--- src/rtl/keypad_pkg.sv ---
// Shared types and constants for the 4x4 keypad scanner.
// Also holds the small combinational helpers used by the top-level FSM.
package keypad_pkg;

   typedef enum logic [1:0] {
      SCAN    = 2'd0,
      CAND    = 2'd1,
      PRESSED = 2'd2,
      REL     = 2'd3
   } state_e;

   localparam logic [3:0] KEY_CLEAR = 4'hC;
   localparam logic [3:0] ROW_RESET = 4'b1110;

   // Row drive is a one-hot-low vector; recover the row number for the key code.
   function automatic logic [1:0] row_index(input logic [3:0] row_n);
      logic [1:0] idx;
      case (row_n)
         4'b1110: idx = 2'd0;
         4'b1101: idx = 2'd1;
         4'b1011: idx = 2'd2;
         4'b0111: idx = 2'd3;
         default: idx = 2'd0;
      endcase
      return idx;
   endfunction

   function automatic logic [1:0] col_pick(input logic [3:0] col_n);
      logic [1:0] idx;
      if (!col_n[0])      idx = 2'd0;
      else if (!col_n[1]) idx = 2'd1;
      else if (!col_n[2]) idx = 2'd2;
      else                idx = 2'd3;
      return idx;
   endfunction

   // cur is at most 99, so (cur mod 10)*10 + digit never exceeds 99.
   function automatic logic [7:0] entry_shift(input logic [7:0] cur, input logic [3:0] digit);
      logic [7:0] low;
      low = cur % 8'd10;
      return (low * 8'd10) + {4'd0, digit};
   endfunction

endpackage

--- src/rtl/sync_2ff.sv ---
// Two-flop synchronizer for a bus of independent asynchronous inputs.
// Resets to all-ones so that idle pulled-up lines read as released.
module sync_2ff #(
   parameter int W = 4
) (
   input  logic         clk,
   input  logic         rst,
   input  logic [W-1:0] d_i,
   output logic [W-1:0] q_o
);

   logic [W-1:0] meta_q;
   logic [W-1:0] sync_q;

   always_ff @(posedge clk or posedge rst) begin
      if (rst) begin
         meta_q <= '1;
         sync_q <= '1;
      end else begin
         meta_q <= d_i;
         sync_q <= meta_q;
      end
   end

   assign q_o = sync_q;

endmodule

--- src/rtl/keypad_scanner.sv ---
// 4x4 matrix keypad scanner: row scan, tick-based debounce, one key_valid
// pulse per accepted press and a rolling two-digit decimal entry register.
module keypad_scanner
   import keypad_pkg::*;
#(
   parameter int SCAN_DIV_W   = 16,
   parameter int DEBOUNCE_CNT = 4
) (
   input  logic       clk,
   input  logic       rst,
   input  logic [3:0] col_in,
   output logic [3:0] row_out,
   output logic [3:0] key_code,
   output logic       key_valid,
   output logic       key_held,
   output logic [7:0] entry_val
);

   localparam logic [3:0] DEB = 4'(DEBOUNCE_CNT);

   logic [SCAN_DIV_W-1:0] div_q;
   logic                  tick;
   logic [3:0]            col_s;
   logic                  hit;
   logic [3:0]            code;

   state_e     state_q;
   logic [3:0] row_q;
   logic [3:0] cand_q;
   logic [3:0] cnt_q;
   logic [3:0] cnt_inc;
   logic [3:0] row_rot;
   logic [3:0] key_code_q;
   logic       key_valid_q;
   logic       key_held_q;
   logic [7:0] entry_q;
   logic [7:0] entry_d;

   sync_2ff #(.W(4)) u_col_sync (
      .clk (clk),
      .rst (rst),
      .d_i (col_in),
      .q_o (col_s)
   );

   always_ff @(posedge clk or posedge rst) begin
      if (rst) div_q <= '0;
      else     div_q <= div_q + SCAN_DIV_W'(1);
   end

   assign tick    = &div_q;
   assign hit     = ~&col_s;
   assign code    = {row_index(row_q), col_pick(col_s)};
   assign cnt_inc = cnt_q + 4'd1;
   assign row_rot = {row_q[2:0], row_q[3]};

   always_comb begin
      entry_d = entry_q;
      if (cand_q <= 4'd9)
         entry_d = entry_shift(entry_q, cand_q);
      else if (cand_q == KEY_CLEAR)
         entry_d = 8'd0;
   end

   always_ff @(posedge clk or posedge rst) begin
      if (rst) begin
         state_q     <= SCAN;
         row_q       <= ROW_RESET;
         cand_q      <= 4'd0;
         cnt_q       <= 4'd0;
         key_code_q  <= 4'd0;
         key_valid_q <= 1'b0;
         key_held_q  <= 1'b0;
         entry_q     <= 8'd0;
      end else begin
         key_valid_q <= 1'b0;
         if (tick) begin
            case (state_q)
               SCAN: begin
                  if (hit) begin
                     cand_q  <= code;
                     cnt_q   <= 4'd1;
                     state_q <= CAND;
                  end else begin
                     row_q <= row_rot;
                  end
               end
               CAND: begin
                  if (hit && (code == cand_q)) begin
                     if (cnt_inc == DEB) begin
                        state_q     <= PRESSED;
                        key_code_q  <= cand_q;
                        key_valid_q <= 1'b1;
                        key_held_q  <= 1'b1;
                        entry_q     <= entry_d;
                     end else begin
                        cnt_q <= cnt_inc;
                     end
                  end else begin
                     state_q <= SCAN;
                     row_q   <= row_rot;
                  end
               end
               PRESSED: begin
                  if (!hit) begin
                     cnt_q   <= 4'd1;
                     state_q <= REL;
                  end
               end
               REL: begin
                  // A key reappearing mid-release is the same press bouncing, not a new one.
                  if (hit) begin
                     state_q <= PRESSED;
                  end else if (cnt_inc == DEB) begin
                     key_held_q <= 1'b0;
                     state_q    <= SCAN;
                     row_q      <= row_rot;
                  end else begin
                     cnt_q <= cnt_inc;
                  end
               end
               default: state_q <= SCAN;
            endcase
         end
      end
   end

   assign row_out   = row_q;
   assign key_code  = key_code_q;
   assign key_valid = key_valid_q;
   assign key_held  = key_held_q;
   assign entry_val = entry_q;

endmodule

--- config.mk ---
export PLATFORM = sky130hd
export DESIGN_NAME = keypad_scanner
export DESIGN_NICKNAME = d
export VERILOG_FILES = /design/src/rtl/keypad_pkg.sv /design/src/rtl/sync_2ff.sv /design/src/rtl/keypad_scanner.sv
export SDC_FILE = /design/constraint.sdc
export NUM_CORES = 1
export LEC_CHECK = 0
export BUFFER_PORTS_ARGS = -buffer_cell sky130_fd_sc_hd__clkbuf_2
export CORE_UTILIZATION = 46
export DETAILED_ROUTE_END_ITERATION = 7
export PLACE_DENSITY = 0.66
export SLEW_MARGIN = 10
export SYNTH_ARGS = -nofsm -noshare
export SYNTH_HDL_FRONTEND = slang
export SYNTH_SLANG_ARGS = --single-unit
--- constraint.sdc ---
create_clock -name clk -period 4.9 [get_ports clk]
set_clock_uncertainty 0.2 [all_clocks]
set_input_delay 0.49 -clock clk [delete_from_list [all_inputs] [get_ports clk]]
set_output_delay 0.49 -clock clk [all_outputs]
set_load 0.02 [all_outputs]
Word-level counts from Yosys, hierarchy flattened --
Cells that the tools add are included.
Storage, ports and cells: output and inout bits 18, input bits 6, logic and storage cells 85, register bits after elaboration 52
Cells by class: multiplexer cells 33, multipliers 1, div/mod/pow operators 1, order comparisons 1, reductions and logical operators 15, bitwise logic cells 1, equality and inequality tests 19, $add $sub $neg 3
Operators with widths (number):
- $reduce_and A20 Y1 | 3
- $reduce_and A21 Y1 | 2
- $mux W4 | 9
- $reduce_and A19 Y1 | 1
- $reduce_and A18 Y1 | 1
- $add A16 B1 Y16 const B | 1
- $mux W2 | 8
- $mux W8 | 2
- $ne A2 B2 Y1 const B | 8
- $pmux W4 S4 | 1
- $reduce_and A16 Y1 | 1
- $eq A4 B4 Y1 const B | 3
- $pmux W4 S3 | 1
- $mux W1 | 9
- $add A8 B4 Y8 | 1
- $eq A4 B3 Y1 const B | 2
- $mod A8 B4 Y8 const B | 1
- $mul A8 B3 Y7 const B | 1
- $pmux W2 S4 | 1
- $ne A3 B3 Y1 const B | 2
- $pmux W2 S3 | 1
- $add A4 B1 Y4 const B | 1
- $eq A2 B2 Y1 const B | 2
- $eq A4 B4 Y1 | 1
- other kinds (10) | 11

Logic depth before layout (Yosys ltp) --
Gate-level depths: netlist of the first run.
word-level depth 8, depth in mapped cells 22, gate-level depth less buffers 20

Hierarchy --
A second synthesis of the first run with hierarchy kept.
Second synthesis, totals: cells, all modules 357, area, all modules 3343.2 µm²
By module, submodules not included:
- keypad_scanner | area an instance 3129.3 µm², instances 1, seq. area each 1104.8 µm², cells an instance 348
- sync_2ff | area an instance 214.0 µm², instances 1, seq. area each 210.2 µm², cells an instance 9

Worst setup path after synthesis of the first run --
No wires, ideal clock.
kind reg2reg, start register entry_q[6], in the netlist entry_val[6], end register entry_q[7], in the netlist entry_val[7], setup slack -0.016 ns, setup time 0.127 ns, buffers on the path 2, stages on the path, launching flop included 22, clock period less this slack 4.916 ns, data required time 4.573 ns, arrival time 4.589 ns, cell sequence dfrtp_1 > buf_2 > inv_1 > ha_1 > nor2b_1 > o21a_1 > o22a_1 > buf_2 > mux2i_1 > o221ai_1 > and2_1 > a31oi_1 > o221ai_1 > ha_1 > ha_1 > inv_1 > fa_1 > nand4b_1 > xnor2_1 > xnor2_1 > a32oi_1 > nand3_1
Between the ends: cells in the longest elaborated chain, start to end 4
Ends and longest elaborated chain:
- start: declaration | RTL line keypad_scanner.sv:36 | logic [7:0] entry_q;
- start signal: assignment | RTL line keypad_scanner.sv:95 | entry_q <= entry_d;
- $mod A8 B4 Y8 | RTL line keypad_pkg.sv:40 | low = cur % 8'd10;
- $mul A8 B3 Y7 | RTL line keypad_pkg.sv:41 | return (low * 8'd10) + {4'd0, digit};
- $add A8 B4 Y8 | RTL line keypad_pkg.sv:41
- $mux W8 | RTL line keypad_scanner.sv:59 | if (cand_q <= 4'd9)
No other way between the ends. A chain may end at the register's enable or synchronous reset.

Worst setup path in the final report of the first run --
Ends and elaborated chain as after synthesis.

==> impl_metrics.py, run 1 <==
metrics = {
    "run_status": {
        "outcome": "completed",
    },
    "synthesis": {
        "synth.area.top_cells": "dfrtp_1 31%, dfstp_2 8.8%, ha_1 5.3%",
        "synth_area_per_cell_sq_um": 9.496,
        "async_flop_share_pct": 100.0,
        "synthFlopType": "dfrtp_1",
        "synth.yosys.seq_area_share_pct": 40.02,
        "ys_types": 60,
        "yosys_warnings": 0,
        "ys_ff_latch": 52,
        "synth_edf_count": 0,
        "syn_nets": 368,
        "yosysTopAreaCell": "dfrtp_1",
        "synthesis.instances": 346,
        "synth_top_area_share_pct": 31.23,
        "synth_area_sq_um": 3286,
    },
    "cts": {
        "cts_root_buf": "clkbuf_8",
        "path_clk_slew_ps": 90,
        "clock_latency_ps": 310,
        "cts_buffer_depth": 2,
        "htreeDepth": 2,
        "cts_sinks": 52,
        "cts_tree": "built",
        "cts_buffers": 5,
        "cts_hold_buffers": 0,
    },
    "floorplan": {
        "start_util_pct": 48.10,
        "rows": 30,
        "io_pins": 24,
        "die-area_sq_um": 7485,
        "die_y_um": 86.52,
        "coreArea_sq_um": 6832,
        "fp.dieW_um": 86.52,
    },
    "final_layout": {
        "layout.cells.most_common": "dfrtp_1",
        "nNetsFinal": 394,
        "post-route-util_pct": 53.19,
        "drive_gt1_share_pct": 20.91,
        "area_delta_synth_final_pct": 10.59,
        "antennaDiodeCount": 0,
        "final_cell_mix": "41 x dfrtp_1, 32 x nand2_1, 23 x clkbuf_2",
        "stdcell_area_sq_um": 3633,
        "layoutNonFillerInstCount": 469,
    },
    "sta": {
        "setup_viol": 0,
        "fmax_mhz": 215.8,
        "tightest_slew_ps": 1053,
        "layout_setup_ws_ps": 266.7,
        "finalHoldViolations": 0,
        "period_share_pct": 94.56,
        "rsz0062_at_grt": "no",
        "tns_ps": 0,
        "finalCriticalPeriod_ps": 4633,
        "slew_headroom_pct": 29.67,
        "slew_viol_final": 0,
    },
    "pwr": {
        "p_leak_nw": 1.628,
        "powerDensity_nw_per_um2": 194.8,
        "ir_worst_vdd_uv": 254.6,
    },
    "grt": {
        "grtUsageMet2_pct": 29.51,
        "grt_pass1_vias": 2338,
        "track_usage_pct": 18.23,
        "grt_pass1_wl_um": 10910,
        "grt_max_degree": 53,
        "grt_use_met1_pct": 25.85,
        "grt.overflow.total": 0,
        "busiest_layer": "met2",
        "use_met3_pct": 2.381,
        "antenna_found_initial": 0,
    },
    "detailed_routing": {
        "drt-pass1-iter-count": 4,
        "viasPerCell": 5.548,
        "wl_per_cell_um": 13.45,
        "drt_iter0_markers": 116,
        "drc": 0,
        "routed_wirelength_um": 6307,
        "antenna_left": 0,
        "route.vias.total": 2602,
    },
    "place": {
        "dp.final_hpwl_um": 4666,
        "dp_cells": 457,
        "portBuffers": 23,
        "dp_slack_ps": 46.02,
        "placedInstanceArea_sq_um": 3485,
        "globalplace.congestion": 0.8615,
    },
    "job": {
        "max_cap_viol_count": 0,
    },
    "worst_setup_path": {
        "slowest_delay_ps": 460,
        "arrival_ps": 4620,
        "crit_type": "flop to flop",
        "endpoint_kind": "flop",
        "crit_path_top_delay_cell": "fa_1",
        "crit_fanout": 11,
        "crit_chain": "inv_2, ha_4, nor2b_1, o21a_1, o22a_2, mux2i_1, o221ai_2, and2_1, a31oi_1, o221ai_1, ha_1, ha_1, inv_1, fa_1, nand4b_1, xnor2_1, xnor2_1, a211o_1, nand3_1",
        "crit_path_start_kind": "flop",
        "cp.required_ps": 4890,
    },
    "worst_hold_path": {
        "hold_class": "input port to flop",
    },
}
[path summary, 6_finish.rpt]
check | start | endpoint | slack [ps] | depth (start not counted)
setup / recovery | entry_val[6] | entry_val[7] | 270 | 19
hold / removal | col_in[0] | u_col_sync.meta_q[0] | 60 | 1
setup reg to reg | entry_val[6] | entry_val[7] | 270 | 19
hold reg to reg | u_col_sync.meta_q[3] | u_col_sync.q_o[3] | 160 | 0
max in group asynchronous | rst | key_code[0] | 3640 | 2
min in group asynchronous | rst | div_q[15] | 220 | 2
[per-layer routing]
metal / up-vias / part of all wire (%)
met5: - / 0
met1: 1244 / 49
met3: 6 / 2.6
met2: 47 / 47
li1: 1305 / -
met4: 0 / 1.1
[registers in the layout (all words and copies together), names as in the netlist, 2 cells and up]
name / flops
key_code: 4
state_q: 2
entry_val: 8
div_q: 16
row_out: 4
u_col_sync.meta_q: 4
cand_q: 4
u_col_sync.q_o: 4
cnt_q: 4
[what timing repair did]
action | CTS | global route
setup buffers | 0 | 4
gates resized for setup | 0 | 6
setup endpoints to repair | 0 | 1
[per-stage QoR]
stage,power [mW],hold WS (ps)
global route,0.7364,44.76
finish,0.7077,58.72
detailed placement,0.4608,146.8
floorplan,0.4550,145.2
CTS,0.7201,51.45
global placement,0.4603,145.5
[cells by family (layout without fill, tap and decap cells)]
family / count (synthesis) / in the layout / share of synthesized area (%)
buffers and inverters: 31 / 58 / 4.379
multiplexers: 13 / 13 / 4.341
adder cells (fa/ha/maj): 17 / 17 / 6.855
flip-flops: 52 / 52 / 40.02
XOR/XNOR: 26 / 26 / 6.931
AO/OA/AOI/OAI: 88 / 88 / 17.59
AND/OR/NAND/NOR: 119 / 119 / 19.88
[critical path: cells and delay by family, from the launching register on]
kind            cells  cell delay, ps
fa+ha+maj           4            1190
compound gates      6            1330
flops               1             400
simple gates        4             670
mux                 1             160
buf+inv             2             170
xor+xnor            2             410
[power breakdown]
group          switching, mW  internal [mW]  leakage [nW]
registers            0.00223          0.435         0.674
clock network          0.140          0.116        0.0516
logic                 0.0112        0.00354         0.903
[layout make-up]
type,instances,area [sq um]
Tap cell,96,120.1
Fill cell,639,3198
Sequential cell,52,1315
Timing Repair Buffer,31,175.2
Multi-Input combinational cell,263,1856
Clock inverter,2,13.76
Inverter,19,71.32
Clock buffer,6,82.58
[cells in the mapped netlist (10+ instances only)]
cell type   n
nand2_1    32
o21ai_0    22
nand3_1    16
a21oi_1    22
dfrtp_1    41
mux2_2     10
dfstp_2    11
ha_1       14
xnor2_1    18
nor2_1     16
inv_1      19
Note: power is estimated with default switching activity, not from simulation.
==> inputs of run 2 (changes only) <==
- ABC_CLOCK_PERIOD_IN_PS: default -> 4900
- CORE_MARGIN: default -> 3
- REMOVE_ABC_BUFFERS: default -> 1
==> run 2 against run 1 <==
Worst hold slack worse by 5.2 ps. Cell count stayed put. First-iteration DRC count is 0.86% lower. Largest power group unchanged. Worst setup slack better by 29 ps. Non-clock buffer count stayed put. Power is 6.4% higher. Highest routed layer unchanged. Critical path depth is 1 lower. Global-route usage is 1.9 points lower. Maximum frequency is 0.64% higher.
==> impl_metrics.py, run 2 (synthesis results as in run 1) <==
metrics = {
    "run_status": {
        "outcome": "completed",
    },
    "place": {
        "dp_cells": 458,
        "globalplace.congestion": 0.8212,
        "dp.final_hpwl_um": 4647,
        "portBuffers": 23,
    },
    "cts": {
        "cts_sinks": 52,
        "path_clk_slew_ps": 90,
        "cts_buffers": 5,
        "htreeDepth": 2,
        "cts_hold_buffers": 0,
        "cts_root_buf": "clkbuf_8",
        "cts_tree": "built",
        "clock_latency_ps": 310,
        "cts_buffer_depth": 2,
    },
    "worst_setup_path": {
        "crit_fanout": 9,
        "slowest_delay_ps": 470,
        "crit_type": "flop to flop",
        "r2r_setup_slack_ps": 300,
        "crit_chain": "buf_4, nand2b_1, a21oi_1, a31o_2, maj3_2, a22oi_2, mux2i_1, o21ai_0, mux2_2, ha_1, ha_1, inv_1, fa_2, nand4b_1, xnor2_1, xnor2_1, a211o_1, nand3_1",
        "endpoint_kind": "flop",
        "crit_path_start_kind": "flop",
        "crit_path_top_delay_cell": "fa_2",
        "cp.required_ps": 4890,
        "arrival_ps": 4590,
    },
    "final_layout": {
        "antennaDiodeCount": 0,
        "final_cell_mix": "41 x dfrtp_1, 32 x nand2_1, 23 x clkbuf_2",
        "nNetsFinal": 394,
        "largest-register": "div_q",
        "area_delta_synth_final_pct": 11.23,
        "layoutNonFillerInstCount": 469,
        "largest_reg_flops": 16,
        "drive_gt1_share_pct": 21.45,
        "layout.cells.most_common": "dfrtp_1",
    },
    "worst_hold_path": {
        "hold_class": "input port to flop",
    },
    "sta": {
        "tightest_slew_ps": 1051,
        "setup_viol": 0,
        "tns_ps": 0,
        "fmax_mhz": 217.2,
        "slew_headroom_pct": 29.84,
        "finalHoldViolations": 0,
        "finalCriticalPeriod_ps": 4604,
        "hold_ws_ps": 53.51,
        "period_share_pct": 93.96,
        "slew_viol_final": 0,
    },
    "pwr": {
        "p_leak_nw": 1.634,
        "power_frac_comb_pct": 1.9,
        "p_int_mw": 0.5935,
        "total_power_mw": 0.7530,
        "ir_worst_vdd_uv": 179.1,
        "powerDensity_nw_per_um2": 206.0,
        "seq_power_share_pct": 58.1,
        "switching_share_pct": 21.18,
        "clockPowerShare_pct": 40.0,
        "p_switching_mw": 0.1595,
    },
    "detailed_routing": {
        "routed_wirelength_um": 6420,
        "drc": 0,
        "route.vias.total": 2593,
        "drt-pass1-iter-count": 4,
        "viasPerCell": 5.529,
        "antenna_left": 0,
        "wl_per_cell_um": 13.69,
        "drt_iter0_markers": 115,
    },
    "grt": {
        "track_usage_pct": 16.32,
        "antenna_found_initial": 0,
        "grt_max_degree": 53,
        "grt.overflow.total": 0,
        "grt_pass1_wl_um": 11320,
        "grt_pass1_vias": 2449,
    },
    "floorplan": {
        "coreArea_sq_um": 6869,
        "die-area_sq_um": 8193,
        "rows": 30,
        "start_util_pct": 47.83,
        "fp.dieW_um": 90.52,
        "die_y_um": 90.52,
        "io_pins": 24,
    },
    "job": {
        "max_cap_viol_count": 0,
    },
}
## run 2: worst paths after layout
path	to	cells after the start	from
setup reg to reg	entry_val[7]	18	entry_val[6]
hold reg to reg	u_col_sync.q_o[0]	0	u_col_sync.meta_q[0]
max in group asynchronous	cand_q[0]	2	rst
hold / removal	u_col_sync.meta_q[2]	1	col_in[2]
min in group asynchronous	div_q[11]	2	rst
setup / recovery	entry_val[7]	18	entry_val[6]
## run 2: layout make-up
cell class | count | area (sq um)
clock buffers | 5 | 68.82
clock inverters | 3 | 46.29
fillers | 619 | 3214
inverters | 19 | 71.32
multi-input cells | 263 | 1858
flip-flops and latches | 52 | 1315
well taps | 96 | 120.1
repair buffers | 31 | 175.2
## run 2: worst max-delay path: cells and delay by family (launching register included)
family,cells,cell delay [ps]
xor+xnor,2,410
flops,1,400
fa+ha+maj,4,1320
simple gates,3,440
compound gates,5,940
mux,2,500
buf+inv,2,260
## run 2: timing repair
item,4_1_cts,5_1_grt
gates resized for setup,0,9
setup endpoints to repair,0,1
buffers inserted,0,3
## run 2: stage by stage
step | worst slack [ps] | util, % | area (sq um)
after floorplan | 40.17 | - | 3213
after global placement | 198.9 | 50.75 | 3486
after detailed placement | 40.91 | 50.75 | 3486
after CTS | 20.87 | 52.42 | 3601
after global routing | -7.091 | 53.21 | 3655
final | 296.0 | 53.21 | 3655
## run 2: power by group through the flow
| stage | combinational [mW] | sequential (mW) | clock [mW] |
|---|---|---|---|
| final | 0.0146 | 0.437 | 0.301 |
| after global routing | 0.0173 | 0.438 | 0.332 |
| after CTS | 0.0155 | 0.437 | 0.311 |
| after detailed placement | 0.0154 | 0.445 | 0 |
| after global placement | 0.0151 | 0.445 | 0 |
| after floorplan | 0.0103 | 0.445 | 0 |
## run 2: metal layers
metal,wire [um],vias to the layer above,track usage [%]
li1,-,1303,-
met1,3082,1229,22.91
met2,3000,54,25.63
met3,270,7,3.333
met4,66,0,4.464
met5,0,-,0
